**config.mk**
```make
export PLATFORM = sky130hd
export DESIGN_NAME = pc_fetch_unit
export DESIGN_NICKNAME = d
export VERILOG_FILES = /design/src/rtl/pc_fetch_unit.sv
export SDC_FILE = /design/constraint.sdc
export NUM_CORES = 1
export LEC_CHECK = 0
export CAP_MARGIN = 30
export CORE_MARGIN = 2
export CORE_UTILIZATION = 40
export CTS_CLUSTER_DIAMETER = 150
export CTS_CLUSTER_SIZE = 28
export DETAILED_ROUTE_END_ITERATION = 10
export PLACE_DENSITY = 0.83
export SYNTH_ARGS = -nofsm -noshare
export SYNTH_HDL_FRONTEND = slang
export SYNTH_SLANG_ARGS = --single-unit
```
**constraint.sdc**
```tcl
create_clock -name CLK -period 9.15 [get_ports CLK]
set_clock_uncertainty 0.1 [all_clocks]
set_input_delay 1.83 -clock CLK [delete_from_list [all_inputs] [get_ports CLK]]
set_output_delay 1.83 -clock CLK [all_outputs]
set_load 0.01 [all_outputs]
```
**src/rtl/pc_fetch_unit.sv**
```systemverilog
// pc_fetch_unit: program counter and fetch sequencing (BOOT/RUN/STALL/HALTED/TRAP).
// Picks the next PC from sequential, branch, jump and register-jump targets.
// The optional target trap checker is enabled by defining the FETCH_TRAP_EN macro.
// When the macro is not defined, TRAP cannot be reached and Trap/TrapAddr are tied to zero.
module pc_fetch_unit #(
    parameter logic [31:0] RESET_VECTOR = 32'h0000_0000,
    parameter int unsigned IMEM_WORDS   = 256
) (
    input  logic        CLK,
    input  logic        RST_n,
    input  logic        Stall,
    input  logic        Halt,
    input  logic        Resume,
    input  logic        BranchTaken,
    input  logic [31:0] BranchOffset,
    input  logic        Jump,
    input  logic [25:0] JumpIndex,
    input  logic        JumpReg,
    input  logic [31:0] RegTarget,
    output logic [31:0] ImemRdAddr,
    output logic [31:0] PcPlus4,
    output logic        FetchValid,
    output logic [2:0]  FetchState,
    output logic        Trap,
    output logic [31:0] TrapAddr
);

    typedef enum logic [2:0] {
        ST_BOOT   = 3'd0,
        ST_RUN    = 3'd1,
        ST_STALL  = 3'd2,
        ST_HALTED = 3'd3,
        ST_TRAP   = 3'd4
    } state_t;

    state_t      state_q, state_d;
    logic [31:0] pc_q, pc_d;
    logic [31:0] pc_plus4;
    logic [31:0] target;
    logic        target_bad;

    assign pc_plus4   = pc_q + 32'd4;
    assign ImemRdAddr = pc_q;
    assign PcPlus4    = pc_plus4;
    assign FetchState = state_q;

    // Redirect priority: register jump, then absolute jump, then branch, then sequential
    always_comb begin
        target = pc_plus4;
        if (JumpReg)
            target = RegTarget;
        else if (Jump)
            target = {pc_plus4[31:28], JumpIndex, 2'b00};
        else if (BranchTaken)
            target = pc_plus4 + {BranchOffset[29:0], 2'b00};
    end

`ifdef FETCH_TRAP_EN
    localparam logic [32:0] IMEM_BYTES = 33'(IMEM_WORDS) * 33'd4;
    logic        trap_q, trap_d;
    logic [31:0] trap_addr_q, trap_addr_d;

    assign target_bad = (target[1:0] != 2'b00) || ({1'b0, target} >= IMEM_BYTES);
    assign Trap       = trap_q;
    assign TrapAddr   = trap_addr_q;
`else
    assign target_bad = 1'b0;
    assign Trap       = 1'b0;
    assign TrapAddr   = 32'h0000_0000;
`endif

    // Next-state, next-PC and fetch-valid decode
    always_comb begin
        state_d    = state_q;
        pc_d       = pc_q;
        FetchValid = 1'b0;
`ifdef FETCH_TRAP_EN
        trap_d      = trap_q;
        trap_addr_d = trap_addr_q;
`endif
        case (state_q)
            ST_BOOT: begin
                state_d = ST_RUN;
            end
            ST_RUN, ST_STALL: begin
                FetchValid = 1'b1;
                if (Halt) begin
                    state_d = ST_HALTED;
                end else if (Stall) begin
                    state_d = ST_STALL;
                end else if (target_bad) begin
                    state_d = ST_TRAP;
`ifdef FETCH_TRAP_EN
                    trap_d      = 1'b1;
                    trap_addr_d = target;
`endif
                end else begin
                    state_d = ST_RUN;
                    pc_d    = target;
                end
            end
            ST_HALTED: begin
                if (Resume && !Halt)
                    state_d = ST_RUN;
            end
            ST_TRAP: begin
                state_d = ST_TRAP;
            end
            default: begin
                state_d = ST_BOOT;
            end
        endcase
    end

    // State, PC and trap registers with asynchronous reset
    always_ff @(posedge CLK or negedge RST_n) begin
        if (!RST_n) begin
            state_q <= ST_BOOT;
            pc_q    <= RESET_VECTOR;
`ifdef FETCH_TRAP_EN
            trap_q      <= 1'b0;
            trap_addr_q <= 32'h0000_0000;
`endif
        end else begin
            state_q <= state_d;
            pc_q    <= pc_d;
`ifdef FETCH_TRAP_EN
            trap_q      <= trap_d;
            trap_addr_q <= trap_addr_d;
`endif
        end
    end

endmodule

```
==> impl_metrics.py <==
metrics = {
    "outcome": {
        "outcome": "completed",
    },
    "worst_hold_path": {
        "hp-class": "flip-flop to flip-flop",
        "hold_end": "ImemRdAddr[1]",
        "hold_path_depth": 1,
        "min-delay-start": "ImemRdAddr[1]",
    },
    "cts": {
        "cts.sinks": 35,
        "ctsResizeCount": 0,
        "cts_tree": "done",
        "root_buffer": "clkbuf_16",
        "clockBufferDepth": 2,
        "clk_latency_ns": 0.28,
        "htreeDepth": 2,
        "holdBufCountCts": 0,
        "postCtsSetupRepairBufs": 0,
        "numCtsBuffers": 5,
        "path_clk_slew_ns": 0.06,
    },
    "synthesis": {
        "synth_adder_area_share": 0.1043,
        "yosysSeqAreaShare": 0.1942,
        "yosysUniqueCellTypes": 66,
        "synthFlopType": "dfrtp_1",
        "synth-xor-area-share": 0.09293,
        "synth_warnings": 0,
        "async_flop_share": 1.000,
        "netlist_instances": 593,
        "syn_area_sq_um": 4511,
        "synth_top_family_by_area": "compound AO/OA/AOI/OAI gates",
        "yosys.area_share.simple": 0.2169,
        "synth_compound_area_frac": 0.2788,
        "synth_seq_cells": 35,
        "synth-edff-count": 0,
        "muxShareOfSynthArea": 0.02025,
        "syn_area_per_cell_sq_um": 7.606,
    },
    "worst_setup_path": {
        "end_kind": "output pin",
        "worstSetupPathType": "flip-flop to output pin",
        "crit_path_cell_trace": "ha_1 > nand4_1 > nor3_2 > nand3_1 > or2_1 > nor2_1 > xor2_1 > clkdlybuf4s50_1",
        "crit_family": "simple AND/OR/NAND/NOR gates",
        "critPathLaunchType": "flip-flop",
        "reg2reg_depth": 13,
        "path_max_fanout": 6,
        "critPathRequiredTime_ns": 7.22,
        "slowest_stage": "clkdlybuf4s50_1",
        "reg2reg_from": "ImemRdAddr[2]",
        "cp-startpoint": "ImemRdAddr[2]",
        "path_buf_inv": 1,
        "arrival_ns": 3.39,
        "r2r_end": "ImemRdAddr[29]",
        "cpPeakStageDelay_ns": 0.61,
        "ff2ff_setup_slack_ns": 4.81,
    },
    "placed_design": {
        "port_buffers": 163,
        "gp_congestion": 0.9375,
        "place_area_sq_um": 6113,
        "dp.cells": 876,
        "pre_cts_ws_ns": 4.041,
        "dp_hpwl_mm": 12.21,
    },
    "global_route": {
        "grt_pass1_wl_mm": 24.43,
        "grt_overflow": 0,
        "grt_antenna_before_repair": 0,
        "grt.total_usage": 0.2558,
        "grt_max_degree": 49,
        "grt_pass1_vias": 4996,
    },
    "finish": {
        "mostFrequentLayoutCells": "clkdlybuf4s50_1 (161), nor2_1 (56), a21oi_1 (56), nand2_1 (52), o21ai_0 (49)",
        "fin_nets": 878,
        "drive_above_1_share": 0.04167,
        "final_common_cell": "clkdlybuf4s50_1",
        "antenna_cells": 0,
        "stdcell_area_sq_um": 6270,
        "instances_no_fill": 884,
        "syn2layout_area_growth_pct": 39.00,
    },
    "timing": {
        "final_max_slew_viol_count": 0,
        "whs_ns": 0.4400,
        "period_share": 0.5819,
        "timing.final.ws_setup_ns": 3.825,
        "max_freq_mhz": 187.8,
        "grt_setup_unrepaired": "false",
        "tns_ns": 0,
        "hold_viol": 0,
        "worst_slew_pin_slew_ns": 0.8970,
        "period_needed_ns": 5.325,
        "setup_viol_count_final": 0,
        "max_slew_margin": 0.4020,
    },
    "detailed_routing": {
        "drt_drc_violations_left": 0,
        "ant_nets": 0,
        "wl_per_cell_um": 17.93,
        "viasPerCell": 5.760,
        "first_iter_violations": 305,
        "dr.pass1.iters": 5,
        "vias": 5092,
        "drt-total-wl_mm": 15.85,
    },
    "die": {
        "num_rows": 38,
        "die_h_um": 110.2,
        "initial_core_util": 0.4125,
        "die-area_sq_um": 12140,
        "core_area_sq_um": 10940,
        "io-pin-count": 199,
        "die_width_um": 110.2,
    },
    "power_and_ir_drop": {
        "irDropWorstVdd_mv": 0.1559,
        "cellPowerDensity_nw_per_um2": 257.4,
        "p_leak_nw": 2.643,
    },
    "flow_run": {
        "cap_violations": 0,
    },
}
[cell usage after synthesis (all sizes together) (5+ instances only)]
cell type | n | share of area
a211oi | 15 | 0.025
a21o | 14 | 0.023
a21oi | 56 | 0.062
and3 | 15 | 0.021
buf | 35 | 0.058
clkbuf | 24 | 0.024
dfrtp | 35 | 0.19
ha | 36 | 0.10
inv | 11 | 0.0092
mux2i | 8 | 0.018
nand2 | 52 | 0.043
nand3 | 17 | 0.020
nand4 | 11 | 0.015
nor2 | 57 | 0.049
nor3 | 13 | 0.016
nor3b | 5 | 0.0083
o21a | 5 | 0.0083
o21ai | 52 | 0.058
o22ai | 7 | 0.0097
o31ai | 5 | 0.0083
xnor2 | 26 | 0.052
xor2 | 21 | 0.041
[worst max-delay path by stage]
stage                     end  slack [ns]  cells past startpoint
4_1_cts           PcPlus4[30]        3.85                      8
6_report          PcPlus4[30]        3.83                      8
5_1_grt           PcPlus4[30]        3.59                      8
2_1_floorplan  ImemRdAddr[16]        4.93                     10
3_5_place_dp   ImemRdAddr[24]        4.04                     11
3_3_place_gp   ImemRdAddr[26]        4.10                     11
[per-stage QoR]
step | power [W] | utilization
after floorplan | 0.0009790 | -
after global placement | 0.001392 | 0.5590
after detailed placement | 0.001421 | 0.5590
after CTS | 0.001610 | 0.5733
after global routing | 0.001743 | 0.5733
final | 0.001614 | 0.5733
[worst register-to-register path, stage by stage, from the launching register on]
cell and delay [ns]:
dfrtp_1 0.44, ha_1 0.24, nand4_1 0.21, nor3_2 0.48, and3_1 0.24, xor2_1 0.30, ha_1 0.30, nor3_1 0.08
a211oi_1 0.41, o211ai_2 0.25, a211o_2 0.41, a21oi_1 0.16, mux2_2 0.34, or2_2 0.30
[flip-flops by register name (all words and copies together), names as in the netlist]
| register | flops |
|---|---|
| ImemRdAddr | 32 |
| FetchState | 3 |
[cell families after synthesis]
family | count (synthesis)
compound gates | 198
xor+xnor | 47
fa+ha+maj | 37
buf+inv | 70
flops | 35
mux | 9
other cells | 1
simple gates | 196
[power breakdown]
group,total (W),internal (W),switching [W]
logic,0.00112,0.000551,0.000573
registers,0.000307,0.000213,0.0000939
clock network,0.000182,0.000116,0.0000664
[final cells by class]
class	instances	area, sq um
multi-input combinational	520	3347
sequential	35	875.8
fill	1021	4666
tap	140	175.2
inverter	11	41.29
clock buffer	8	156.4
timing repair buffer	170	1674
[per-layer routing]
layer	vias up	GRT usage	wire [um]
met5	-	0	0
met3	22	0.04879	1526
met2	271	0.4430	7504
met1	2368	0.3274	6585
met4	0	0.06250	233
li1	2431	-	-
Note: power is estimated with default switching activity, not from simulation.
